## src/rtl/fifo_multi_ch.sv

```systemverilog
// fifo_multi_ch: NUM_CH independent FIFOs sharing one push port and one pop port.
// Each channel has its own pointers, occupancy count and status flags. Pop data
// is registered and qualified by fifo_rd_valid for one cycle.
// Optional build macro FIFO_STICKY_ERR_EN: error bits latch until reset_L=0
// instead of pulsing for one cycle.
module fifo_multi_ch #(
    parameter int NUM_CH    = 4,
    parameter int CH_L      = 2,
    parameter int DEPTH     = 8,
    parameter int PTR_L     = 3,
    parameter int WORD_SIZE = 10
) (
    input  logic                 clk,
    input  logic                 reset_L,
    input  logic                 fifo_wr,
    input  logic [CH_L-1:0]      wr_ch,
    input  logic [WORD_SIZE-1:0] fifo_data_in,
    input  logic                 fifo_rd,
    input  logic [CH_L-1:0]      rd_ch,
    input  logic [PTR_L:0]       full_threshold,
    input  logic [PTR_L:0]       empty_threshold,
    output logic [WORD_SIZE-1:0] fifo_data_out,
    output logic                 fifo_rd_valid,
    output logic [NUM_CH-1:0]    fifo_full,
    output logic [NUM_CH-1:0]    fifo_empty,
    output logic [NUM_CH-1:0]    almost_full,
    output logic [NUM_CH-1:0]    almost_empty,
    output logic [NUM_CH-1:0]    error
);

    localparam logic [PTR_L:0] FULL_CNT = (PTR_L+1)'(DEPTH);

    logic [WORD_SIZE-1:0] mem    [NUM_CH][DEPTH];
    logic [PTR_L-1:0]     wr_ptr [NUM_CH];
    logic [PTR_L-1:0]     rd_ptr [NUM_CH];
    logic [PTR_L:0]       count  [NUM_CH];

    logic                 rd_ok;
    logic                 wr_ok;
    logic [NUM_CH-1:0]    push_sel;
    logic [NUM_CH-1:0]    pop_sel;
    logic [NUM_CH-1:0]    err_vec;

    // Accept/reject decisions for this cycle's push and pop, plus per-channel selects.
    // NOTE: every always_comb output gets a default first, so no path can infer a latch.
    always_comb begin
        push_sel = '0;
        pop_sel  = '0;
        err_vec  = '0;
        rd_ok    = fifo_rd && (count[rd_ch] != '0);
        // A full channel still takes a push when the same channel pops this cycle.
        wr_ok    = fifo_wr && ((count[wr_ch] != FULL_CNT) || (rd_ok && (rd_ch == wr_ch)));
        for (int i = 0; i < NUM_CH; i++) begin
            push_sel[i] = wr_ok && (wr_ch == CH_L'(i));
            pop_sel[i]  = rd_ok && (rd_ch == CH_L'(i));
        end
        if (fifo_wr && !wr_ok) err_vec[wr_ch] = 1'b1;
        if (fifo_rd && !rd_ok) err_vec[rd_ch] = 1'b1;
    end

    // Storage write; contents are meaningless until the pointers say otherwise.
    // NOTE: the memory array has no reset; pointers and counts alone define validity.
    always_ff @(posedge clk) begin
        if (wr_ok) mem[wr_ch][wr_ptr[wr_ch]] <= fifo_data_in;
    end

    // Pointers, counts, registered pop data and error reporting.
    // NOTE: sequential state uses non-blocking assignments so every read sees pre-edge values.
    always_ff @(posedge clk or negedge reset_L) begin
        if (!reset_L) begin
            for (int i = 0; i < NUM_CH; i++) begin
                wr_ptr[i] <= '0;
                rd_ptr[i] <= '0;
                count[i]  <= '0;
            end
            fifo_data_out <= '0;
            fifo_rd_valid <= 1'b0;
            error         <= '0;
        end else begin
            fifo_rd_valid <= rd_ok;
            if (rd_ok) fifo_data_out <= mem[rd_ch][rd_ptr[rd_ch]];
            for (int i = 0; i < NUM_CH; i++) begin
                if (push_sel[i]) wr_ptr[i] <= wr_ptr[i] + 1'b1;
                if (pop_sel[i])  rd_ptr[i] <= rd_ptr[i] + 1'b1;
                case ({push_sel[i], pop_sel[i]})
                    2'b10:   count[i] <= count[i] + 1'b1;
                    2'b01:   count[i] <= count[i] - 1'b1;
                    default: count[i] <= count[i];
                endcase
            end
`ifdef FIFO_STICKY_ERR_EN
            error <= error | err_vec;
`else
            error <= err_vec;
`endif
        end
    end

    // Status flags decoded straight from the registered counts.
    always_comb begin
        fifo_full    = '0;
        fifo_empty   = '0;
        almost_full  = '0;
        almost_empty = '0;
        for (int i = 0; i < NUM_CH; i++) begin
            fifo_full[i]    = (count[i] == FULL_CNT);
            fifo_empty[i]   = (count[i] == '0);
            almost_full[i]  = (count[i] >= full_threshold);
            almost_empty[i] = (count[i] <= empty_threshold);
        end
    end

endmodule

```

## config.mk

```make
export PLATFORM = sky130hd
export DESIGN_NAME = fifo_multi_ch
export DESIGN_NICKNAME = d
export VERILOG_FILES = /design/src/rtl/fifo_multi_ch.sv
export SDC_FILE = /design/constraint.sdc
export NUM_CORES = 1
export LEC_CHECK = 0
export ABC_AREA = 1
export BUFFER_PORTS_ARGS = -buffer_cell sky130_fd_sc_hd__buf_2
export CORE_MARGIN = 2
export CORE_UTILIZATION = 45
export DETAILED_ROUTE_END_ITERATION = 8
export SKIP_CTS_REPAIR_TIMING = 1
export SYNTH_ARGS = -nofsm -noshare
export SYNTH_HDL_FRONTEND = slang
export SYNTH_SLANG_ARGS = --single-unit
```

## constraint.sdc

```tcl
create_clock -name clk -period 2.9 [get_ports clk]
set_clock_uncertainty 0.05 [all_clocks]
set_input_delay 0.145 -clock clk [delete_from_list [all_inputs] [get_ports clk]]
set_output_delay 0.145 -clock clk [all_outputs]
set_load 0.02 [all_outputs]
```

# == Word-level counts from Yosys, hierarchy flattened ==
# Memory sizes are Yosys's and may differ from the RTL's.
# Cells that the tools add are included.
# classes
add_sub_neg,16
multipliers,0
n_div,0
n_lt_le_gt_ge,17
n_eq_ne,20
shift,0
muxes,29
bitwise,5
reduce_logical,30
# op_table
op,count
2-to-1 mux 80 bit,1
case mux 4 bit (2 select lines),4
binary-select mux 10 bit (select 3 bit),1
demux 10 bit (select 3 bit),1
2-to-1 mux 10 bit,3
adder 3 x 1 -> 3 bit (second input constant),8
2-to-1 mux 4 bit,6
adder 4 x 1 -> 4 bit (second input constant),4
binary-select mux 4 bit (select 2 bit),2
== test 2 bit (second input constant),8
== test 4 bit (second input constant),4
>= comparator 4 bit,4
less-or-equal comparator 4 bit,4
logical AND 1 bit,16
logical NOT 4 bit,4
subtractor 4 x 1 -> 4 bit (second input constant),4
binary-select mux 3 bit (select 2 bit),2
== test 2 x 1 -> 1 bit (second input constant),6
2-to-1 mux 3 bit,4
>= comparator 4 bit (second input constant),2
NOT 3 -> 4 bit,2
nonzero test 2 bit,4
>= comparator 3 bit (second input constant),2
< comparator 2 x 3 -> 1 bit (second input constant),2
12 further kinds,19
# totals
regBits,55
latchBits,0
ramBits,320
mem_bits_ro,0
in_bits,26
out_inout_bits,31
elab_cells,133
mem_count,1
# memory_table
memory,depth,word_bits,read_ports,rd_clocked_by_memory_dff,wr,line_no,text
mem,4,80,1,0,1,33,logic [WORD_SIZE-1:0] mem [NUM_CH][DEPTH];

# == Logic depth before layout (Yosys ltp) ==
# Gate-level depths: netlist (run 1).
# depth
depth_word,14
depth_mapped,19
ltp_nobuf,18

# == Worst setup path after synthesis (run 1) ==
# OpenSTA, ideal clock, no wires.
# synth_path
path_kind,register -> register
start,reg count[9] (netlist bit)
end,reg count[11] (netlist bit)
t_arrival_ps,2323
required_ps,2727
setup_slack_ps,404
path_stages_with_launch,18
path_buffers,0
synth_period_minus_slack_ps,2496
path_cell_list,dfrtp_1 nor2_1 nand2_1 nand2_1 nand2_1 nor2_1 nor2_4 nand2_1 inv_1 ha_1 ha_1 nand2_1 nor2_1 a211oi_1 nor2_1 nor2_1 nand2_1 xor2_1
# synth_between
elab_cells_between_ends,20
classes_between,add/sub (2); eq/ne (3); mux (7); reduce/logical (8)
# synth_lines
element,line_no,text
from (decl),36,logic [PTR_L:0] count [NUM_CH];
"from (signal, indexed assignment)",86,2'b10: count[i] <= count[i] + 1'b1;
"from (signal, indexed assignment)",87,2'b01: count[i] <= count[i] - 1'b1;
"from (signal, indexed assignment)",88,default: count[i] <= count[i];
binary-select mux 4 bit (select 2 bit) (*),50,rd_ok = fifo_rd && (count[rd_ch] != '0);
2-to-1 mux 4 bit (not written as such) (*) (2 in a row),50,
nonzero test 4 bit (*),50,
logical AND 1 bit (*),50,
logical AND 1 bit (*),55,pop_sel[i] = rd_ok && (rd_ch == CH_L'(i));
net pop_sel[1],41,logic [NUM_CH-1:0] pop_sel;
== test 2 x 1 -> 1 bit or == test 2 bit (tied branches),85,"case ({push_sel[i], pop_sel[i]})"
case mux 4 bit (2 select lines) or nonzero test 2 bit (tied branches),n/a,
# The timed path passes the listed nets; every way through them passes the cells marked *. The select of a mux whose other input is x is not followed.
# A chain may end at the register's enable or synchronous reset.

# == Worst setup path in the final report (run 1) ==
# layout_path
start,reg count[0] (netlist bit)
end,reg count[15] (netlist bit)
# Same word-level chain as after synthesis.

==> impl_metrics.env, run 1 <==
export IMPL_ys_types=37
export IMPL_num_antenna_cells=0
export IMPL_synth_nets=1733
export IMPL_clk_latency_ns=0.54
export IMPL_gp_congestion=0.850
export IMPL_met2_usage_pct=36.5
export IMPL_netlist_instances=1651
export IMPL_post_dp_cell_area_um2=18400
export IMPL_dp_cells=2223
export IMPL_setup_ws_ns=0.166
export IMPL_crit_top_cell="nand2_1"
export IMPL_met1_usage_pct=31.0
export IMPL_slew_violations=0
export IMPL_crit_fanout=5
export IMPL_rsz0062_at_grt="yes"
export IMPL_instances_no_fill=2298
export IMPL_use_met3_pct=3.24
export IMPL_ant_nets=0
export IMPL_outcome="finished, final reports clean"
export IMPL_setup_violations=0
export IMPL_crit_arrival_ns=3.11
export IMPL_period_share_pct=94.3
export IMPL_top_usage_layer="met2"
export IMPL_layout_nets=1839
export IMPL_htree_levels=2
export IMPL_setup_tns_ns=0
export IMPL_worstHoldPathType="in2reg"
export IMPL_synth_edf_count=320
export IMPL_root_buffer="clkbuf_16"
export IMPL_async_reset_ff_share_pct=14.7
export IMPL_numCtsBuffers=41
export IMPL_fin_crit_ns=2.73
export IMPL_core_area_um2=37800
export IMPL_tritoncts="yes"
export IMPL_synth_ff_type="edfxtp_1"
export IMPL_clockBufferDepth=3
export IMPL_yosys_warnings=0
export IMPL_die_y_um=200
export IMPL_slowest_stage="dfrtp_1"
export IMPL_vias=11800
export IMPL_dp_hpwl_um=27200
export IMPL_drt_iter0_drc=806
export IMPL_die_w_um=200
export IMPL_fmaxAchievable_mhz=366
export IMPL_wl_per_cell_um=18.7
export IMPL_grt_antenna_before_repair=0
export IMPL_reg2reg_from="count[0]"
export IMPL_clock_sinks=375
export IMPL_fp_row_count=71
export IMPL_drv_cap=0
export IMPL_worstMarginPinSlew_ns=1.08
export IMPL_seq_area_frac_synth_pct=63.6
export IMPL_drt_pass1_iterations=5
export IMPL_portBuffers=56
export IMPL_syn_area_um2=17300
export IMPL_p_per_area_nw_per_um2=786
export IMPL_totalWireLength_um=43000
export IMPL_worstSetupStartpoint="count[0]"
export IMPL_crit_required_ns=3.27
export IMPL_path_cells="nor2_2 -> nand2_1 -> nand2_1 -> nand2_1 -> nor2_1 -> nor2_4 -> nand2_1 -> inv_1 -> ha_1 -> ha_1 -> nand2_1 -> nor2_1 -> a211oi_2 -> nor2_1 -> nor2_1 -> nand2_1 -> xor2_1"
export IMPL_worstHoldStart="fifo_rd"
export IMPL_num_fill_cells=3337
export IMPL_grt_ovfl_total=0
export IMPL_drive_gt1_share_pct=14.6
export IMPL_hold_viol=0
export IMPL_dieArea_um2=39900
export IMPL_num_io_pins=57
export IMPL_synth_top_area_cell="edfxtp_1"
export IMPL_netlist_top_cells_count="nand2_1 (587), edfxtp_1 (320), nand3_1 (202)"
export IMPL_crit_family="simple AND/OR/NAND/NOR gates"
export IMPL_grtUsageTotal_pct=22.1
export IMPL_synth_ff_latch_count=375
export IMPL_syn_area_per_cell_um2=10.5
export IMPL_peakVddDrop_mv=0.377
export IMPL_grt_pass1_vias=11400
export IMPL_place_ws_ns=0.119
export IMPL_clk_pin_slew_worst_paths_ns=0.06
export IMPL_yosys_top_cells_area="edfxtp_1 (56%), nand2_1 (13%), dfrtp_1 (8.0%)"
export IMPL_initial_core_util_pct=45.7
export IMPL_cp_end_kind="flop"
export IMPL_slowest_delay_ns=0.42
export IMPL_worst_path_buf_inv=1
export IMPL_drcViolationCount=0
export IMPL_yosysMostFrequentCell="nand2_1"
export IMPL_vias_per_cell=5.15
export IMPL_grt_pass1_wl_um=66200
export IMPL_leakage_uw=0.00829
export IMPL_p_total_uw=15500
export IMPL_netlist_area_leader_share_pct=55.7
export IMPL_grt_start_max_net_pins=77
export IMPL_start_kind="flop"
export IMPL_synthToLayoutAreaGrowth_pct=14.0
export IMPL_design_area_um2=19700
export IMPL_worstSetupPathType="reg2reg"
export IMPL_relSlewSlack_pct=28.1
## metrics by stage
step	hold slack [ns]	util, %
2_1_floorplan	-0.201	-
3_3_place_gp	0.323	48.6
3_5_place_dp	0.349	48.6
4_1_cts	-0.233	52.0
5_1_grt	0.110	52.1
6_report	0.0835	52.1
## sequential cells by signal, summed over array words and instances, names as in the netlist
register	count
count	16
error	4
fifo_data_out	10
fifo_rd_valid	1
mem	320
rd_ptr	12
wr_ptr	12
## layout make-up
cell class                 instances  area [µm²]  share of cell area (%)
tap                              511         639                    3.25
sequential                       375       11000                    55.8
inverter                          69         269                    1.37
timing repair buffer             136         901                    4.58
clock buffer                      50        1100                    5.60
clock inverter                    23         159                   0.808
multi-input combinational       1134        5620                    28.5
## cells in the final DEF (no fill, tap or decap), types with 16 or more instances in the layout
| cell type | n |
|---|---|
| nor2_2 | 39 |
| nor2_1 | 139 |
| dfrtp_1 | 54 |
| nand4_1 | 18 |
| xor2_1 | 17 |
| clkbuf_16 | 43 |
| ha_1 | 52 |
| buf_4 | 78 |
| o21ai_0 | 16 |
| nand3_1 | 202 |
| edfxtp_1 | 320 |
| inv_1 | 59 |
| nand2_1 | 587 |
| buf_2 | 55 |
## worst paths after layout
| check | endpoint | slack, ns | cells after the start |
|---|---|---|---|
| max in group asynchronous | count[13] | 1.75 | 3 |
| min in group asynchronous | count[0] | 0.28 | 2 |
| worst min register to register | rd_ptr[11] | 0.42 | 1 |
| worst min-delay path | rd_ptr[9] | 0.08 | 5 |
| worst max-delay path | count[15] | 0.17 | 17 |
| worst max register to register | count[15] | 0.17 | 17 |
## kinds of logic after synthesis
logic type / share of synthesized area, %
AOI/OAI and AO/OA: 1.40
buffers and inverters: 4.03
xor gates and xnor gates: 1.27
DFF: 63.6
adders and majority gates: 4.23
and+or+nand+nor: 25.4
## layer usage
metal | vias up | share of wire [%]
met1 | 5672 | 45
li1 | 5771 | -
met3 | 66 | 5.5
met4 | 0 | 2.1
met2 | 317 | 47
met5 | - | 0
## power breakdown
part	internal [µW]	leakage (µW)	total [µW]	switching, µW
clock	2870	0.000622	4940	2070
sequential	6340	0.00356	6700	357
combinational	1310	0.00410	3830	2530
## worst min-delay path, delay by kind of cell
kind | cells | cell delay [ns]
buffers and inverters | 2 | 0.22
AND/OR/NAND/NOR | 2 | 0.18
XOR/XNOR | 1 | 0.08
Note: power is estimated with default switching activity, not from simulation.
==> run 2, diff against run 1 <==
--- a/config.mk
+++ b/config.mk
@@ -7,6 +7,7 @@
 export LEC_CHECK = 0
 export ABC_AREA = 1
 export BUFFER_PORTS_ARGS = -buffer_cell sky130_fd_sc_hd__buf_2
+export CORE_ASPECT_RATIO = 0.5
 export CORE_MARGIN = 2
 export CORE_UTILIZATION = 45
 export DETAILED_ROUTE_END_ITERATION = 8
==> impl_metrics.env, run 2 (same netlist as run 1, synthesis figures left out) <==
export IMPL_outcome="finished, final reports clean"
export IMPL_die_y_um=142
export IMPL_final_cell_mix="nand2_1 (587), edfxtp_1 (320), nand3_1 (202)"
export IMPL_portBuffers=56
export IMPL_drv_cap=0
export IMPL_fin_crit_ns=2.66
export IMPL_min_path_cells=3
export IMPL_top_usage_layer="met2"
export IMPL_tritoncts="yes"
export IMPL_start_kind="flop"
export IMPL_cp_end_kind="flop"
export IMPL_clock_sinks=375
export IMPL_layout_nets=1829
export IMPL_clockBufferDepth=3
export IMPL_final_util_pct=51.9
export IMPL_synthToLayoutAreaGrowth_pct=13.0
export IMPL_totalWireLength_um=43800
export IMPL_period_share_pct=91.8
export IMPL_grt_ovfl_total=0
export IMPL_initial_core_util_pct=45.9
export IMPL_slew_violations=0
export IMPL_place_ws_ns=0.157
export IMPL_num_antenna_cells=0
export IMPL_p_total_uw=15100
export IMPL_worstMarginPinSlew_ns=1.04
export IMPL_setup_violations=0
export IMPL_ant_nets=0
export IMPL_worstHoldStart="fifo_wr"
export IMPL_setup_ws_ns=0.238
export IMPL_use_met3_pct=4.33
export IMPL_p_per_area_nw_per_um2=773
export IMPL_r2r_end="count[3]"
export IMPL_grt_pass1_wl_um=66600
export IMPL_crit_required_ns=3.26
export IMPL_drcViolationCount=0
export IMPL_wl_per_cell_um=19.1
export IMPL_root_buffer="clkbuf_16"
export IMPL_grtUsageTotal_pct=22.3
export IMPL_grt_pass1_vias=11100
export IMPL_dp_hpwl_um=26900
export IMPL_vias=11800
export IMPL_layout_commonest_cell="nand2_1"
export IMPL_peakVddDrop_mv=0.376
export IMPL_clk_pin_slew_worst_paths_ns=0.07
export IMPL_min_to="wr_ptr[7]"
export IMPL_htree_levels=2
export IMPL_drive_gt1_share_pct=14.0
export IMPL_drt_iter0_drc=1242
export IMPL_reg2reg_slack_ns=0.24
export IMPL_dieArea_um2=40000
export IMPL_relSlewSlack_pct=30.8
export IMPL_worstHoldPathType="in2reg"
export IMPL_fp_row_count=50
export IMPL_hold_viol=0
export IMPL_drt_pass1_iterations=6
export IMPL_worstSetupPathType="reg2reg"
export IMPL_vias_per_cell=5.16
export IMPL_clk_latency_ns=0.54
export IMPL_met1_usage_pct=33.1
export IMPL_numCtsBuffers=36
export IMPL_met2_usage_pct=33.7
export IMPL_fmaxAchievable_mhz=376
export IMPL_reg2reg_from="count[7]"
export IMPL_reg2reg_depth=17
export IMPL_core_area_um2=37600
export IMPL_grt_antenna_before_repair=0
export IMPL_crit_arrival_ns=3.02
export IMPL_die_w_um=281
export IMPL_gp_congestion=0.869
export IMPL_largest_reg_flops=320
export IMPL_grt_start_max_net_pins=84
export IMPL_leakage_uw=0.00818
export IMPL_num_fill_cells=3344
export IMPL_crit_fanout=5
export IMPL_num_io_pins=57
-- run 2: changes by cell type in the layout (fill, tap and decap cells not counted), sizes merged --
cell         before  now
dlygate4sd3       2    1
clkbuf           50   45
bufinv            2    1
clkinv           21   18
clkinvlp          1    3
inv              68   67
buf             134  130
-- run 2: area by class of cell --
cell class	count	area [µm²]	share of cell area, %
Sequential cell	375	11000	56.3
Multi-Input combinational cell	1134	5610	28.8
Clock buffer	45	987	5.06
Timing Repair Buffer	131	863	4.43
Tap cell	520	651	3.34
Inverter	69	269	1.38
Clock inverter	20	131	0.674
-- run 2: worst max-delay path by stage --
stage,from,end,slack [ns],cells after the start
floorplan,count[9],count[11],0.40,17
global placement,wr_ch[0],count[3],0.22,17
detailed placement,count[0],count[15],0.16,17
CTS,count[0],count[15],0.15,17
global route,count[0],count[7],-0.004,17
finish,count[7],count[3],0.24,17
-- run 2: power breakdown --
group | switching [µW] | internal (µW) | leakage (µW)
logic | 2550 | 1280 | 0.00408
registers | 344 | 6340 | 0.00356
clock network | 2030 | 2510 | 0.000539
-- run 2: through the flow --
stage               instance area, µm²  cells  hold WS [ns]  setup TNS (ns)
detailed placement               18300   2226         0.315               0
global placement                 18300   2226         0.309               0
floorplan                        17300   1651        -0.201               0
CTS                              19500   2291        -0.245               0
global route                     19500   2294        0.0352        -0.00426
finish                           19500   2294       0.00370               0
-- run 2: per-layer routing --
metal  vias to the layer above  share of wire (%)
met1                      5640                 47
met5                         -                  0
met2                       392                 44
li1                       5755                  -
met4                         0                1.7
met3                        56                7.8
-- run 2: worst max-delay path, cell delays in order (launching register included) --
cell      delay [ns]
dfrtp_1         0.44
inv_1           0.12
o21ai_0         0.16
nand2_1         0.06
nand2_1         0.07
nand2_1         0.04
nor2_1          0.18
nand2_4         0.10
nand3_1         0.15
ha_2            0.24
ha_1            0.28
nand2_1         0.08
nor2_1          0.04
a211oi_2        0.18
nor2_1          0.06
nor2_1          0.09
nand2_1         0.07
xor2_1          0.14
==> run 3, diff against run 2 <==
--- a/config.mk
+++ b/config.mk
@@ -5,10 +5,9 @@
 export SDC_FILE = /design/constraint.sdc
 export NUM_CORES = 1
 export LEC_CHECK = 0
-export ABC_AREA = 1
+export ABC_AREA = 0
 export BUFFER_PORTS_ARGS = -buffer_cell sky130_fd_sc_hd__buf_2
 export CORE_ASPECT_RATIO = 0.5
-export CORE_MARGIN = 2
 export CORE_UTILIZATION = 45
 export DETAILED_ROUTE_END_ITERATION = 8
 export SKIP_CTS_REPAIR_TIMING = 1
==> impl_metrics.env, run 3 <==
export IMPL_outcome="finished, final reports clean"
export IMPL_synth_edf_count=320
export IMPL_initial_core_util_pct=46.2
export IMPL_leakage_uw=0.00661
export IMPL_grt_antenna_before_repair=0
export IMPL_seq_area_frac_synth_pct=68.2
export IMPL_die_w_um=270
export IMPL_crit_fanout=10
export IMPL_grtUsageTotal_pct=19.1
export IMPL_drt_pass1_iterations=5
export IMPL_fp_row_count=48
export IMPL_p_int_uw=10800
export IMPL_clk_pin_slew_worst_paths_ns=0.06
export IMPL_yosys_top_cells_area="edfxtp_1 (60%), mux4_2 (11%), dfrtp_1 (8.5%)"
export IMPL_clockBufferDepth=3
export IMPL_syn_area_per_cell_um2=18.4
export IMPL_vias=8288
export IMPL_largest_reg_flops=320
export IMPL_design_area_um2=18500
export IMPL_drt_iter0_drc=548
export IMPL_worstSetupPathType="reg2reg"
export IMPL_numCtsBuffers=35
export IMPL_num_fill_cells=2794
export IMPL_wl_per_cell_um=22.7
export IMPL_num_io_pins=57
export IMPL_worstMarginPinSlew_ns=1.19
export IMPL_peakVddDrop_mv=0.360
export IMPL_post_dp_cell_area_um2=17200
export IMPL_ant_nets=0
export IMPL_crit_arrival_ns=2.90
export IMPL_ys_types=46
export IMPL_portBuffers=56
export IMPL_pwr_share_seq_pct=44.0
export IMPL_switching_power_uw=4570
export IMPL_synth_nets=959
export IMPL_synthToLayoutAreaGrowth_pct=14.5
export IMPL_drcViolationCount=0
export IMPL_fin_crit_ns=2.82
export IMPL_tritoncts="yes"
export IMPL_drive_gt1_share_pct=28.9
export IMPL_period_share_pct=97.3
export IMPL_syn_area_um2=16100
export IMPL_num_antenna_cells=0
export IMPL_async_reset_ff_share_pct=14.7
export IMPL_drv_cap=0
export IMPL_gp_congestion=0.832
export IMPL_cp_end_kind="flop"
export IMPL_dp_hpwl_um=21700
export IMPL_netlist_top_cells_count="edfxtp_1 (320), mux4_2 (79), dfrtp_1 (55)"
export IMPL_dieArea_um2=36600
export IMPL_hold_viol=0
export IMPL_clock_sinks=375
export IMPL_slew_violations=0
export IMPL_hold_slack_ns=0.0139
export IMPL_root_buffer="clkbuf_16"
export IMPL_totalWireLength_um=33900
export IMPL_grt_ovfl_total=0
export IMPL_netlist_area_leader_share_pct=59.7
export IMPL_path_cells="buf_4 -> nor4_4 -> o22ai_1 -> o21a_1 -> buf_4 -> o21ai_2 -> nor2_1"
export IMPL_fmaxAchievable_mhz=355
export IMPL_crit_top_cell="buf_4"
export IMPL_die_y_um=136
export IMPL_grt_pass1_vias=8544
export IMPL_synth_ff_latch_count=375
export IMPL_sw_frac_of_total_pct=29.7
export IMPL_crit_required_ns=2.98
export IMPL_synth_ff_type="edfxtp_1"
export IMPL_synth_top_area_cell="edfxtp_1"
export IMPL_grt_pass1_wl_um=51900
export IMPL_netlist_instances=877
export IMPL_yosys_warnings=0
export IMPL_clk_latency_ns=0.53
export IMPL_yosysMostFrequentCell="edfxtp_1"
export IMPL_grt_start_max_net_pins=85
export IMPL_slowest_delay_ns=0.93
export IMPL_relSlewSlack_pct=20.6
export IMPL_htree_levels=2
export IMPL_vias_per_cell=5.55
export IMPL_pwr_share_comb_pct=25.6
export IMPL_clkPwrFrac_pct=30.4
export IMPL_slowest_stage="nor2_1"
export IMPL_final_cell_mix="edfxtp_1 (320), mux4_2 (79), buf_2 (54)"
export IMPL_layout_nets=1074
export IMPL_rsz0062_at_grt="yes"
export IMPL_worstHoldPathType="in2reg"
export IMPL_start_kind="flop"
export IMPL_setup_violations=0
export IMPL_layout_commonest_cell="edfxtp_1"
export IMPL_p_per_area_nw_per_um2=835
export IMPL_core_area_um2=34800
==> run 3: cell count changes in the layout (fill, tap and decap cells not counted), moves of 10 or more <==
cell	previous run	this run
a221o_1	0	10
mux2i_1	0	20
o22ai_1	1	14
mux4_2	0	79
nand4_1	18	2
buf_4	75	49
nor2_2	37	9
nor2b_1	0	11
nor2_1	141	38
nand2b_1	0	17
nand3_1	202	2
mux2_2	0	13
inv_1	59	29
nand2_1	587	32
==> run 3: worst paths after layout <==
path	slack (ns)	to	startpoint	depth (start not counted)
setup reg to reg	0.08	mem[3][79]	count[1]	7
hold / removal	0.01	error[3]	fifo_wr	3
setup / recovery	0.08	mem[3][79]	count[1]	7
max in group asynchronous	1.97	count[9]	reset_L	3
min in group asynchronous	0.28	count[5]	reset_L	3
hold reg to reg	0.42	rd_ptr[11]	rd_ptr[11]	1
==> run 3: final cells by class <==
class / count / area [µm²] / share of cell area (%)
Clock buffer: 43 / 958 / 5.19
Inverter: 29 / 109 / 0.590
Multi-Input combinational cell: 441 / 4860 / 26.4
Sequential cell: 375 / 11000 / 59.6
Timing Repair Buffer: 110 / 729 / 3.95
Clock inverter: 20 / 208 / 1.13
Tap cell: 475 / 594 / 3.22
==> run 3: through the flow <==
stage	setup WS (ns)	TNS [ns]	utilization (%)	cells	power [µW]
after CTS	-0.0671	-0.0671	52.7	1489	15500
after floorplan	0.00533	0	-	877	9360
after detailed placement	-0.0521	-0.0521	49.3	1426	10800
after global placement	0.103	0	49.3	1426	10700
final	0.0796	0	53.0	1493	15400
after global routing	-0.0820	-3.06	53.0	1493	16200
==> run 3: per-layer routing <==
metal / share of wire [%] / global-route usage, %
met2: 47 / 30.7
met5: 0 / 0
met3: 6.5 / 4.41
met4: 1.1 / 3.69
met1: 45 / 27.0
==> run 3: power by group through the flow <==
stage / clock network [µW] / logic (µW) / registers, µW
floorplan: 0 / 2400 / 6970
global placement: 0 / 3820 / 6870
detailed placement: 0 / 3920 / 6900
CTS: 4760 / 3940 / 6790
global route: 4980 / 4350 / 6850
finish: 4680 / 3950 / 6780
==> run 3: logic make-up (layout without fill, tap and decap cells) <==
logic type      after synthesis  count (layout)  synth area share [%]
fa+ha+maj                    56              56                  4.54
xor+xnor                     34              34                  1.85
simple gates                129             129                  3.88
mux                         135             135                  15.7
buf+inv                      61             202                  2.22
flops                       375             375                  68.2
compound gates               87              87                  3.60
==> run 3: worst max-delay path: cells and delay by family (launching register included) <==
kind	cells	cell delay, ns
buffers and inverters	2	0.35
flip-flops	1	0.35
AO/OA/AOI/OAI	3	0.69
AND/OR/NAND/NOR	2	0.98
